File: src/rtl/mux_scan_sequencer_if.sv
// Downstream word stream of the mux scan sequencer: one captured word plus
// its channel number, transferred on a VALID/READY handshake.
interface mux_scan_sequencer_if #(
  parameter int DATA_W = 16
);
  logic [DATA_W-1:0] data;
  logic [2:0]        ch;
  logic              valid;
  logic              ready;

  modport master (output data, output ch, output valid, input ready);
  modport slave  (input data, input ch, input valid, output ready);
endinterface

File: src/rtl/mux_scan_sequencer.sv
// Control stage in front of a NUM_CH-to-1 data multiplexer. On START it
// walks the enabled channels in ascending order, captures each multiplexer
// output, streams it downstream with its channel number and accumulates an
// unsigned sum of the sweep. All outputs come straight from registers.
module mux_scan_sequencer #(
  parameter int DATA_W = 16,
  parameter int NUM_CH = 6
) (
  input  logic                clk,
  input  logic                rst,
  input  logic                start,
  input  logic [NUM_CH-1:0]   mask,
  output logic [2:0]          sel,
  input  logic [DATA_W-1:0]   mux_in,
  mux_scan_sequencer_if.master dn,
  output logic                busy,
  output logic                done,
  output logic [DATA_W+2:0]   sum
);

  typedef enum logic [1:0] {
    IDLE  = 2'd0,
    SCAN  = 2'd1,
    DRAIN = 2'd2
  } state_t;

  state_t              state_r, state_s;
  logic [NUM_CH-1:0]   mask_r, mask_s;
  logic [2:0]          sel_r, sel_s;
  logic [DATA_W-1:0]   data_r, data_s;
  logic [2:0]          ch_r, ch_s;
  logic                valid_r, valid_s;
  logic                busy_r, busy_s;
  logic                done_r, done_s;
  logic [DATA_W+2:0]   sum_r, sum_s;
  logic                cap_s;
  logic [3:0]          next_s;

  // Lowest enabled channel; only meaningful when at least one bit is set.
  function automatic logic [2:0] first_ch(input logic [NUM_CH-1:0] m);
    logic [2:0] r;
    r = 3'd0;
    for (int i = NUM_CH - 1; i >= 0; i--) begin
      r = m[i] ? i[2:0] : r;
    end
    return r;
  endfunction

  // Next enabled channel strictly above cur; bit 3 flags that one exists.
  function automatic logic [3:0] next_ch(input logic [NUM_CH-1:0] m,
                                         input logic [2:0]        cur);
    logic [3:0] r;
    r = 4'd0;
    for (int i = NUM_CH - 1; i >= 0; i--) begin
      r = (m[i] && (i > int'(cur))) ? {1'b1, i[2:0]} : r;
    end
    return r;
  endfunction

  // Next-state and next-output logic for the sweep controller.
  always_comb begin
    state_s = state_r;
    mask_s  = mask_r;
    sel_s   = sel_r;
    data_s  = data_r;
    ch_s    = ch_r;
    valid_s = valid_r;
    busy_s  = busy_r;
    done_s  = 1'b0;
    sum_s   = sum_r;
    // A new word may be captured whenever the output slot is free or is
    // being emptied in this very cycle.
    cap_s   = !valid_r || dn.ready;
    next_s  = next_ch(mask_r, sel_r);

    case (state_r)
      IDLE: begin
        if (start) begin
          sum_s = {(DATA_W+3){1'b0}};
          if (|mask) begin
            mask_s  = mask;
            sel_s   = first_ch(mask);
            busy_s  = 1'b1;
            state_s = SCAN;
          end else begin
            // Nothing enabled: the sweep completes immediately.
            done_s  = 1'b1;
          end
        end else begin
          state_s = IDLE;
        end
      end

      SCAN: begin
        if (cap_s) begin
          data_s  = mux_in;
          ch_s    = sel_r;
          valid_s = 1'b1;
          sum_s   = sum_r + {3'b000, mux_in};
          if (next_s[3]) begin
            sel_s = next_s[2:0];
          end else begin
            // Last channel captured; SEL holds until the word drains.
            state_s = DRAIN;
          end
        end else begin
          state_s = SCAN;
        end
      end

      DRAIN: begin
        if (valid_r && dn.ready) begin
          valid_s = 1'b0;
          busy_s  = 1'b0;
          done_s  = 1'b1;
          sel_s   = 3'd0;
          state_s = IDLE;
        end else begin
          state_s = DRAIN;
        end
      end

      default: begin
        state_s = IDLE;
        valid_s = 1'b0;
        busy_s  = 1'b0;
        sel_s   = 3'd0;
      end
    endcase
  end

  // State and output registers; synchronous reset drops any word in flight.
  always_ff @(posedge clk) begin
    if (rst) begin
      state_r <= IDLE;
      mask_r  <= {NUM_CH{1'b0}};
      sel_r   <= 3'd0;
      data_r  <= {DATA_W{1'b0}};
      ch_r    <= 3'd0;
      valid_r <= 1'b0;
      busy_r  <= 1'b0;
      done_r  <= 1'b0;
      sum_r   <= {(DATA_W+3){1'b0}};
    end else begin
      state_r <= state_s;
      mask_r  <= mask_s;
      sel_r   <= sel_s;
      data_r  <= data_s;
      ch_r    <= ch_s;
      valid_r <= valid_s;
      busy_r  <= busy_s;
      done_r  <= done_s;
      sum_r   <= sum_s;
    end
  end

  assign sel      = sel_r;
  assign dn.data  = data_r;
  assign dn.ch    = ch_r;
  assign dn.valid = valid_r;
  assign busy     = busy_r;
  assign done     = done_r;
  assign sum      = sum_r;

endmodule

File: src/flat_wrapper.sv
// flat-port wrapper written by rule: the top's interface ports become plain ports
module mux_scan_sequencer_flat 
#(
  parameter int DATA_W = 16,
  parameter int NUM_CH = 6
)
  (clk, rst, start, mask, sel, mux_in, busy, done, sum, dn_data, dn_ch, dn_valid, dn_ready);
  mux_scan_sequencer_if #(.DATA_W(DATA_W)) dn_i ();
  input  logic clk;
  input  logic rst;
  input  logic start;
  input  logic [NUM_CH-1:0] mask;
  output logic [2:0] sel;
  input  logic [DATA_W-1:0] mux_in;
  output logic busy;
  output logic done;
  output logic [DATA_W+2:0] sum;
  output wire logic [$bits(dn_i.data)-1:0] dn_data;
  output wire logic [$bits(dn_i.ch)-1:0] dn_ch;
  output wire logic [$bits(dn_i.valid)-1:0] dn_valid;
  input wire logic [$bits(dn_i.ready)-1:0] dn_ready;
  assign dn_data = dn_i.data;
  assign dn_ch = dn_i.ch;
  assign dn_valid = dn_i.valid;
  assign dn_i.ready = dn_ready;
  mux_scan_sequencer #(.DATA_W(DATA_W), .NUM_CH(NUM_CH)) u_core (.clk(clk), .rst(rst), .start(start), .mask(mask), .sel(sel), .mux_in(mux_in), .dn(dn_i), .busy(busy), .done(done), .sum(sum));
endmodule
File: config.mk
export PLATFORM = sky130hd
export DESIGN_NAME = mux_scan_sequencer_flat
export DESIGN_NICKNAME = d
export VERILOG_FILES = /design/src/rtl/mux_scan_sequencer_if.sv /design/src/rtl/mux_scan_sequencer.sv /design/src/flat_wrapper.sv
export SDC_FILE = /design/constraint.sdc
export NUM_CORES = 1
export LEC_CHECK = 0
export ABC_AREA = 1
export BUFFER_PORTS_ARGS = -buffer_cell sky130_fd_sc_hd__buf_2
export CAP_MARGIN = 20
export CORE_AREA = 2 2 76 78
export DETAILED_ROUTE_END_ITERATION = 8
export DIE_AREA = 0 0 78 80
export PLACE_DENSITY = 0.83
export SLEW_MARGIN = 20
export SYNTH_ARGS = -nofsm -noshare
export SYNTH_HDL_FRONTEND = slang
export SYNTH_SLANG_ARGS = --single-unit
File: constraint.sdc
create_clock -name clk -period 2.7 [get_ports clk]
set_clock_uncertainty 0.1 [all_clocks]
set_input_delay 0.27 -clock clk [delete_from_list [all_inputs] [get_ports clk]]
set_output_delay 0.27 -clock clk [all_outputs]
set_load 0.05 [all_outputs]
==> Word level (Yosys, flattened, before mapping) <==
Index checks and enable logic that the tools add are counted.
{ "classes": {"n_addsub": 1, "n_lt_le_gt_ge": 5, "n_eq_ne": 9, "mux": 36, "bitwise": 2, "n_reduce_logical": 18} }
{ "op_table": {"columns": ["op", "count"], "rows": [
  ["two-way mux 19 bit", 2],
  ["one-hot mux 19 bit (2 select lines)", 1],
  ["two-way mux 3 bit", 11],
  ["two-way mux 4 bit", 5],
  ["adder 19 x 16 -> 19 bit", 1],
  ["two-way mux 2 bit", 5],
  ["one-hot mux 3 bit (3 select lines)", 1],
  ["AND reduction 3 bit", 3],
  ["inequality test 2 x 1 -> 1 bit, second input constant", 4],
  ["two-way mux 1 bit", 7],
  ["> comparator 2 x 3 -> 1 bit, first input constant", 2],
  ["> comparator 3 bit, first input constant", 2],
  ["logical AND 1 bit", 6],
  ["one-hot mux 1 bit (3 select lines)", 2],
  ["one-hot mux 2 bit (3 select lines)", 1],
  ["OR reduction 6 bit", 1],
  ["AND reduction 5 bit", 1],
  ["AND reduction 2 bit", 2],
  ["AND reduction 4 bit", 1],
  ["> comparator 1 x 3 -> 1 bit, first input constant", 1],
  ["inequality test 3 x 2 -> 1 bit, second input constant", 1],
  ["inequality test 3 bit, second input constant", 1],
  ["equality test 2 x 1 -> 1 bit, second input constant", 1],
  ["equality test 2 bit, second input constant", 1],
  ["other kinds (7)", 8]
]} }
{ "totals": {"ff_bits": 52, "in_bits": 26, "output_inout_bits": 44} }

==> Logic depth before layout (Yosys ltp) <==
{ "depth": {"word_depth": 10, "ltp_mapped": 13} }

==> Worst setup path after synthesis <==
OpenSTA, ideal clock, no wires.
{ "synth_path": {"path_type": "register to register", "start": "reg u_core.sum_r[0], in the netlist u_core.sum[0]", "end": "reg u_core.sum_r[16], in the netlist u_core.sum[16]", "setup_time_ns": 0.116, "arrival_time_ns": 1.951, "required_time_ns": 2.484, "slack_ns": 0.533, "stages_incl_launch_ff": 14, "n_path_buf": 0, "path_cell_list": "dfxtp_1 -> ha_1 -> inv_1 -> fa_1 -> inv_1 -> nand3_1 -> nand3_1 -> nand2_1 -> nand2_1 -> nand3b_1 -> nand2_1 -> nand2_1 -> nand2_1 -> nor2_1"} }
{ "synth_via": {"elab_chain_len": 3} }
{ "synth_rtl": {"columns": ["element", "line_no", "source"], "rows": [
  ["start: declaration", "mux_scan_sequencer.sv:35", "logic [DATA_W+2:0] sum_r, sum_s;"],
  ["start signal: assignment", "mux_scan_sequencer.sv:143", "sum_r <= {(DATA_W+3){1'b0}};"],
  ["start signal: assignment", "mux_scan_sequencer.sv:153", "sum_r <= sum_s;"],
  ["adder 19 x 16 -> 19 bit", "mux_scan_sequencer.sv:99", "sum_s = sum_r + {3'b000, mux_in};"],
  ["two-way mux 19 bit", "mux_scan_sequencer.sv:95", "if (cap_s) begin"],
  ["one-hot mux 19 bit (2 select lines)", "mux_scan_sequencer.sv:76", "case (state_r)"]
]} }
No other way between the ends. The select of a mux whose other input is x is not followed.
A chain may end at the register's enable or synchronous reset.

==> Final worst setup path <==
Same ends and word-level chain as after synthesis.

==> impl_metrics.json <==
{
  "status": "finished clean",
  "clkPwrFrac_pct": 18.2,
  "ff2ff_path_depth": 13,
  "crit_slowest_cell": "dfxtp_1",
  "cts_hold_buf": 0,
  "overflow": 0,
  "fill_cells": 520,
  "place_ws_ns": 0.751,
  "clock_sinks": 51,
  "num_rows": 27,
  "worstMarginPinSlew_ns": 0.749,
  "post_cts_buffers": 0,
  "coreArea_sq_um": 5410,
  "fin_nets": 590,
  "grt_pass1_wl_mm": 12.3,
  "synthAdderAreaFrac_pct": 7.19,
  "fin_area_sq_um": 3540,
  "regArea_sq_um": 1020,
  "crit_fanout": 5,
  "leakagePower_nw": 1.84,
  "ys_warn_count": 0,
  "hold_violations": 0,
  "max-clock-path-buffers": 2,
  "syn-mean-instance-area_sq_um": 6.37,
  "via_per_inst": 5.18,
  "syn_inst": 481,
  "p_int_mw": 1.32,
  "grt_util_all_layers_pct": 24.4,
  "setup_tns_ns": 0,
  "fmax_mhz": 510,
  "hp-class": "in2reg",
  "setup_ws_ns": 0.741,
  "cts_tree": "built",
  "antenna_found_initial": 0,
  "drtIter0Drc": 162,
  "io_pins": 70,
  "cap_violations": 0,
  "placed_area_sq_um": 3450,
  "diodes": 0,
  "rsz0062_at_grt": "no",
  "io_buffers": 69,
  "final_common_cell": "nand2_1",
  "grt_pass1_vias": 2804,
  "p_switching_mw": 1.09,
  "first_pass_iters": 5,
  "die-area_sq_um": 6240,
  "num_vias": 3212,
  "chipHeight_um": 80,
  "wl_mm": 7.53,
  "ctsResizeCount": 0,
  "clock_latency_ns": 0.30,
  "synth_top_family_by_area": "simple AND/OR/NAND/NOR gates",
  "vdd_ir_drop_max_mv": 0.401,
  "crit_buf_inv": 2,
  "start_kind": "flip-flop",
  "htree_levels": 2,
  "ys_ff_latch": 51,
  "wl_per_cell_um": 12.1,
  "routabilityCongestion": 0.897,
  "p_comb_share_pct": 43.5,
  "worstPathArrival_ns": 2.07,
  "crit_chain": "ha_1 > inv_1 > fa_1 > inv_1 > nand3_1 > nand3_1 > nand2_1 > nand2_1 > nand3b_1 > nand2_1 > nand2_1 > nand2_1 > nor2_1",
  "yosysSeqAreaShare_pct": 33.3,
  "remaining_drc_errors": 0,
  "area_delta_synth_final_pct": 15.4,
  "post-route-period-util_pct": 72.6,
  "cts_buffers": 5,
  "grt_max_degree": 30,
  "final_cell_mix": "nand2_1 (122), buf_2 (69), nor2_1 (67), inv_1 (63), dfxtp_1 (51)",
  "fin_crit_ns": 1.96,
  "cts_root_buf": "clkbuf_8",
  "worstPathRequired_ns": 2.81,
  "die_w_um": 78,
  "muxShareOfSynthArea_pct": 0,
  "powerDensity_nw_per_um2": 680,
  "max_stage_delay_ns": 0.37,
  "drive_gt1_share_pct": 16.6,
  "place_hpwl_mm": 5.69,
  "p_sw_share_pct": 45.3,
  "synth_xor_area_share_pct": 0,
  "end_kind": "flip-flop",
  "hold_depth": 3,
  "initial_utilization_pct": 56.7,
  "synth_fp_nets": 524,
  "finalPower_mw": 2.40,
  "cp.depth": 13,
  "seq_power_share_pct": 38.3,
  "netlist_area_sq_um": 3060,
  "clk_pin_slew_ns": 0.09,
  "antenna_left": 0,
  "drv_slew": 0,
  "finalSetupViolations": 0,
  "cp_common_cell": "nand2_1",
  "yosys.cell_types.count": 27,
  "path_class": "reg2reg",
  "relSlewSlack_pct": 50.0,
  "multi_input_comb_area_sq_um": 1740,
  "synth_simple_gate_area_share_pct": 34.4,
  "crit_family": "simple AND/OR/NAND/NOR gates",
  "synth_compound_area_share_pct": 15.3
}
==> per-stage QoR <==
step                hold WS, ns  util [%]  std cells
global route              0.157      65.4        620
finish                    0.134      65.4        620
detailed placement        0.344      63.8        612
CTS                       0.135      65.4        620
floorplan                 0.324         -        481
global placement          0.345      63.8        612
==> sequential cells by signal, indices dropped and copies added (netlist names) <==
name	cells
u_core.dn.valid	1
u_core.done	1
u_core.sel	3
u_core.dn.data	16
u_core.dn.ch	3
u_core.sum	19
u_core.mask_r	5
u_core.busy	1
u_core.state_r	2
==> cell families after synthesis <==
family,Yosys count
buf+inv,76
fa+ha+maj,17
simple gates,246
compound gates,91
flops,51
==> layout make-up <==
type / instances / share of cell area (%)
multi-input cells: 354 / 49.3
well taps: 72 / 2.55
clock buffers: 6 / 2.05
clock inverters: 2 / 0.354
flip-flops and latches: 51 / 28.9
repair buffers: 70 / 9.98
inverters: 65 / 6.90
==> final timing paths <==
path	from	to	slack (ns)
worst min register to register	u_core.mask_r[2]$_SDFFE_PP0P_	u_core.mask_r[2]$_SDFFE_PP0P_	0.36
worst min-delay path	mux_in[4]	u_core.dn.data[4]$_SDFFE_PP0P_	0.13
worst max register to register	u_core.sum[0]$_SDFFE_PP0P_	u_core.sum[16]$_SDFFE_PP0P_	0.74
worst max-delay path	u_core.sum[0]$_SDFFE_PP0P_	u_core.sum[16]$_SDFFE_PP0P_	0.74
==> synthesized netlist by cell type <==
master	count	area (sq um)
nor2_4	1	11.3
inv_1	63	236
o22ai_1	1	6.26
inv_2	2	7.51
o211ai_1	1	7.51
nor2_1	67	251
or2_2	4	25.0
ha_1	16	200
buf_2	2	10.0
o21ai_0	39	195
nand2_1	122	458
a21o_1	1	7.51
buf_4	3	22.5
nor3_2	3	30.0
nand4_1	4	25.0
nand3_1	32	160
nand2_2	2	12.5
fa_1	1	20.0
a21oi_1	47	235
o31ai_1	1	7.51
o2111ai_1	1	8.76
dfxtp_1	51	1020
nand3b_1	4	30.0
clkbuf_1	6	22.5
and2_1	3	18.8
nor3_1	2	10.0
nand2_4	2	22.5
==> routing by layer <==
layer | track usage [%] | part of all wire, % | vias up
li1 | - | - | 1676
met1 | 31.6 | 48 | 1427
met2 | 41.0 | 46 | 97
met3 | 4.64 | 5.0 | 12
met4 | 7.54 | 1.5 | 0
met5 | 0 | 0 | -
==> worst register-to-register path, delay by kind of cell (launching register included) <==
kind	cells	cell delay (ns)
simple gates	9	0.68
fa+ha+maj	2	0.54
flops	1	0.37
buf+inv	2	0.19
==> power groups by stage <==
stage	clock network (mW)	logic (mW)	registers (mW)
global placement	0	1.02	0.934
finish	0.438	1.04	0.921
detailed placement	0	1.04	0.939
floorplan	0	0.510	1.24
global route	0.479	1.15	0.934
CTS	0.449	1.04	0.921
Power figures use the tool's default switching activity.
